<file path="config.mk">
export PLATFORM = sky130hd
export DESIGN_NAME = lab6_g41_pattern_gen
export DESIGN_NICKNAME = d
export VERILOG_FILES = /design/src/rtl/lab6_g41_pattern_gen.sv
export SDC_FILE = /design/constraint.sdc
export NUM_CORES = 1
export LEC_CHECK = 0
export BUFFER_PORTS_ARGS = -buffer_cell sky130_fd_sc_hd__buf_2
export CAP_MARGIN = 10
export CORE_MARGIN = 3
export CORE_UTILIZATION = 51
export CTS_CLUSTER_SIZE = 16
export DETAILED_ROUTE_END_ITERATION = 8
export GPL_TIMING_DRIVEN = 0
export HOLD_SLACK_MARGIN = 0.12
export PLACE_DENSITY = 0.7
export SLEW_MARGIN = 10
export SYNTH_ARGS = -nofsm -noshare
export SYNTH_HDL_FRONTEND = slang
export SYNTH_SLANG_ARGS = --single-unit
</file>
<file path="constraint.sdc">
create_clock -name clk -period 6.87 [get_ports clk]
set_input_delay 1.0305 -clock clk [delete_from_list [all_inputs] [get_ports clk]]
set_output_delay 1.0305 -clock clk [all_outputs]
set_load 0.1 [all_outputs]
</file>
<file path="src/rtl/lab6_g41_pattern_gen.sv">
// rtl/lab6_g41_pattern_gen.sv - serial MSB-first pattern generator with repeat count and inter-repetition gap
module lab6_g41_pattern_gen #(
    parameter int WIDTH = 8,
    parameter int GAP   = 2
) (
    input  logic                    clk,
    input  logic                    reset,
    input  logic                    start,
    input  logic [WIDTH-1:0]        pattern,
    input  logic [$clog2(WIDTH):0]  len,
    input  logic [3:0]              reps,
    output logic                    a,
    output logic                    valid,
    output logic                    busy,
    output logic                    done
);

    localparam int LW = $clog2(WIDTH) + 1;
    localparam int IW = (WIDTH > 1) ? $clog2(WIDTH) : 1;
    localparam logic [3:0] GAP_M1 = (GAP > 0) ? 4'(GAP - 1) : 4'd0;

    typedef enum logic [1:0] {
        S_IDLE,
        S_SEND,
        S_GAP,
        S_DONE
    } state_t;

    state_t           state_q, state_d;
    logic [WIDTH-1:0] pat_q, pat_d;
    logic [LW-1:0]    len_q, len_d;
    logic [IW-1:0]    idx_q, idx_d;
    logic [3:0]       rep_q, rep_d;
    logic [3:0]       gap_q, gap_d;
    logic [LW-1:0]    len_clamp;
    logic [IW-1:0]    idx_reload;
    logic             a_d, valid_d, busy_d, done_d;

    always_comb begin
        state_d    = state_q;
        pat_d      = pat_q;
        len_d      = len_q;
        idx_d      = idx_q;
        rep_d      = rep_q;
        gap_d      = gap_q;
        len_clamp  = (len > LW'(WIDTH)) ? LW'(WIDTH) : len;
        idx_reload = IW'(len_q - 1'b1);

        case (state_q)
            S_IDLE: begin
                if (start) begin
                    pat_d = pattern;
                    len_d = len_clamp;
                    rep_d = reps;
                    gap_d = 4'd0;
                    if (len_clamp == '0 || reps == 4'd0) begin
                        state_d = S_DONE;
                    end else begin
                        state_d = S_SEND;
                        idx_d   = IW'(len_clamp - 1'b1);
                    end
                end
            end
            S_SEND: begin
                if (idx_q == '0) begin
                    rep_d = rep_q - 4'd1;
                    // rep_q counts the repetition now finishing, so 1 means it was the last
                    if (rep_q == 4'd1) begin
                        state_d = S_DONE;
                    end else if (GAP > 0) begin
                        state_d = S_GAP;
                        gap_d   = GAP_M1;
                    end else begin
                        idx_d = idx_reload;
                    end
                end else begin
                    idx_d = idx_q - 1'b1;
                end
            end
            S_GAP: begin
                if (gap_q == 4'd0) begin
                    state_d = S_SEND;
                    idx_d   = idx_reload;
                end else begin
                    gap_d = gap_q - 4'd1;
                end
            end
            S_DONE: begin
                state_d = S_IDLE;
            end
            default: begin
                state_d = S_IDLE;
            end
        endcase

        // Outputs are decoded from the state being entered so they can be registered alongside it
        valid_d = (state_d == S_SEND);
        a_d     = valid_d & pat_d[idx_d];
        busy_d  = (state_d != S_IDLE);
        done_d  = (state_d == S_DONE);
    end

    always_ff @(posedge clk or posedge reset) begin
        if (reset) begin
            state_q <= S_IDLE;
            pat_q   <= '0;
            len_q   <= '0;
            idx_q   <= '0;
            rep_q   <= '0;
            gap_q   <= '0;
            a       <= 1'b0;
            valid   <= 1'b0;
            busy    <= 1'b0;
            done    <= 1'b0;
        end else begin
            state_q <= state_d;
            pat_q   <= pat_d;
            len_q   <= len_d;
            idx_q   <= idx_d;
            rep_q   <= rep_d;
            gap_q   <= gap_d;
            a       <= a_d;
            valid   <= valid_d;
            busy    <= busy_d;
            done    <= done_d;
        end
    end

endmodule
</file>
==> flow_summary.yaml <==
outcome:
  status: "complete, no violations"
pwr:
  combinationalPowerShare_pct: 58.2
  power_frac_clock_pct: 11.6
  p_seq_share_pct: 30.2
  ir_drop_uv: 263
  p_int_w: 0.000514
  power.density_nw_per_um2: 506
  switching_share_pct: 46.1
  net-switching-power_w: 0.000440
  leakage_nw: 0.892
die:
  chipHeight_um: 63.2
  io_pins: 23
  die_area_um2: 3990
  start_util_pct: 54.2
  die_x_um: 63.2
  core_area_um2: 3080
  num_rows: 20
cts:
  cts-htree-levels: 1
  ctsRootBufferMaster: "clkbuf_4"
  cts_tree: "done"
  clkLatencyLatePin_ns: 0.34
  cts_buffers: 3
  cts_sinks: 28
  clk_pin_slew_ns: 0.15
  cts_resized: 0
  postCtsHoldBufs: 0
  max-clock-path-buffers: 2
  postCtsSetupBuffers: 0
detailed_routing:
  wl_um: 3170
  drc_errors: 0
  vias: 1295
  detail-route-antenna-nets: 0
  wl_per_cell_um: 13.1
  first_pass_iters: 4
  drt_iter0_drc: 37
  viasPerCell: 5.37
worst_setup_path:
  cp-end-kind: "flip-flop"
  cp-startpoint: "len[3]"
  critPathArrivalTime_ns: 3.36
  startpoint_type: "input pin"
  rr_startpoint: "gap_q[0]"
  crit_type: "input pin to flip-flop"
  critPathMaxFanout: 5
  required_ns: 7.11
sta:
  rsz0062_at_grt: "no"
  max_freq_mhz: 320
  slew_headroom_pct: 32.6
  finalClockSkew_ns: 0.0109
  tightest_slew_ns: 1.01
  hold_violations: 0
  finalSetupViolations: 0
  fin_ws_ns: 3.75
  setup-tns-final_ns: 0
  layout_min_cycle_time_ns: 3.12
  min_period_over_period_pct: 45.4
  slew_violations: 0
place:
  routabilityCongestion: 0.918
  dpl.hpwl_um: 2490
  numPortBuffers: 22
  post-place-ws_ns: 3.42
layout:
  fillers: 265
  nets: 230
  drive_above_1_share_pct: 22.8
  syn2layout_area_growth_pct: 13.1
  antenna_cells: 0
flow_run:
  cap_violations: 0
synthesis:
  ys_warn_count: 0
  syn_area_per_cell_um2: 9.75
  syn-num-nets: 203
  syn_area_um2: 1670
  synthFlopType: "dfrtp_1"
  ys_seq_elements: 28
  synth_cell_type_count: 39
  synth_enable_flop_cells: 0
  ys_async_sr_fraction_pct: 100
  yosysSeqAreaShare_pct: 42.0
  synth_cells: 171
global_route:
  globalRouteTotalUtil_pct: 16.9
  grt_pass1_vias: 1317
  overflow: 0
  grt_max_degree: 29
  antenna_found_initial: 0
  grt_pass1_wl_um: 5470
hold_path:
  min_from: "pat_q[5]"
  min_path_type: "flip-flop to flip-flop"
cell usage in the layout (no fill, tap or decap), types with 2 or more instances in the layout:
cell      Yosys  layout
ha_1         13      13
o31ai_1       2       2
clkbuf_4      0       3
a31oi_1       3       3
nand2_1      13      13
o21ai_0      18      18
or3_1         2       2
dfrtp_1      28      28
nor3_1        4       4
inv_1        20      20
buf_2         0      22
mux2_2        9       9
o32ai_1       2       2
nand2b_1      5       5
clkbuf_1      2       2
nor2_1       13      13
a221oi_2      2       2
nor2b_1       2       2
a21oi_1       8       8
nand3_1       4       4
stage by stage:
step	instances	util, %	instance area [um^2]	power [W]	hold slack (ns)
2_1_floorplan	171	-	1670	0.000732	0.450
3_3_place_gp	237	59.6	1830	0.000825	0.465
3_5_place_dp	237	59.6	1830	0.000848	0.486
4_1_cts	241	61.3	1890	0.000961	0.521
5_1_grt	241	61.3	1890	0.00104	0.537
6_report	241	61.3	1890	0.000955	0.519
worst max-delay path, stage by stage:
cell and delay (ns):
buf_2 0.12, nand2b_1 0.20, ha_1 0.22, nor3b_2 0.18, o31ai_1 0.33, nand2_1 0.16, a2bb2oi_2 0.29, mux2_1 0.36
a221o_1 0.34, o211a_1 0.12
sequential cells by signal, indices dropped and copies added, names as in the netlist:
register / count
a: 1
busy: 1
done: 1
gap_q: 4
idx_q: 3
len_q: 3
pat_q: 8
rep_q: 4
state_q: 2
valid: 1
per-layer routing:
metal | vias to the layer above | routed length [um] | global-route usage [%]
met5 | - | 0 | 0
li1 | 650 | - | -
met1 | 616 | 1430 | 21.0
met2 | 24 | 1600 | 29.4
met4 | 0 | 40 | 5.93
met3 | 5 | 105 | 3.21
path summary, 6_finish.rpt:
check	to	slack, ns	depth (start not counted)
max	a	3.75	10
min	pat_q[5]	0.52	1
max reg2reg	a	4.16	9
min reg2reg	pat_q[5]	0.52	1
max in group asynchronous	rep_q[3]	5.36	2
min in group asynchronous	pat_q[3]	0.89	2
Yosys cell counts (2+ instances only):
| library cell | count | area (um^2) |
|---|---|---|
| o21ai_0 | 18 | 90.1 |
| a21oi_1 | 8 | 40.0 |
| inv_1 | 20 | 75.1 |
| o32ai_1 | 2 | 17.5 |
| nor3_1 | 4 | 20.0 |
| nand2b_1 | 5 | 31.3 |
| ha_1 | 13 | 163 |
| nand2_1 | 13 | 48.8 |
| or3_1 | 2 | 12.5 |
| nor2_1 | 13 | 48.8 |
| a221oi_2 | 2 | 30.0 |
| o31ai_1 | 2 | 15.0 |
| nand3_1 | 4 | 20.0 |
| a31oi_1 | 3 | 18.8 |
| mux2_2 | 9 | 101 |
| nor2b_1 | 2 | 12.5 |
| dfrtp_1 | 28 | 701 |
| clkbuf_1 | 2 | 7.51 |
layout make-up:
class	instances	area [um^2]	share of cell area, %
Inverter	21	78.8	4.18
Timing Repair Buffer	22	110	5.84
Sequential cell	28	701	37.2
Buffer	2	7.51	0.398
Clock inverter	1	30.0	1.59
Clock buffer	3	22.5	1.19
Multi-Input combinational cell	120	881	46.7
Tap cell	44	55.1	2.92
power groups by stage:
stage | registers, W | clock network [W] | logic, W
after floorplan | 0.000344 | 0 | 0.000388
after global placement | 0.000287 | 0 | 0.000538
after detailed placement | 0.000293 | 0 | 0.000555
after CTS | 0.000288 | 0.000114 | 0.000559
after global routing | 0.000298 | 0.000120 | 0.000623
final | 0.000288 | 0.000111 | 0.000555
cells by family (layout without fill, tap and decap cells):
| kind of cell | Yosys count | count (layout) | synth area share [%] |
|---|---|---|---|
| multiplexers | 11 | 11 | 7.35 |
| AO/OA/AOI/OAI | 43 | 43 | 17.3 |
| AND/OR/NAND/NOR | 51 | 51 | 17.4 |
| buffers and inverters | 23 | 49 | 5.18 |
| XOR/XNOR | 2 | 2 | 1.05 |
| flip-flops | 28 | 28 | 42.0 |
| adder cells (fa/ha/maj) | 13 | 13 | 9.75 |
(Power assumes the default switching activity.)
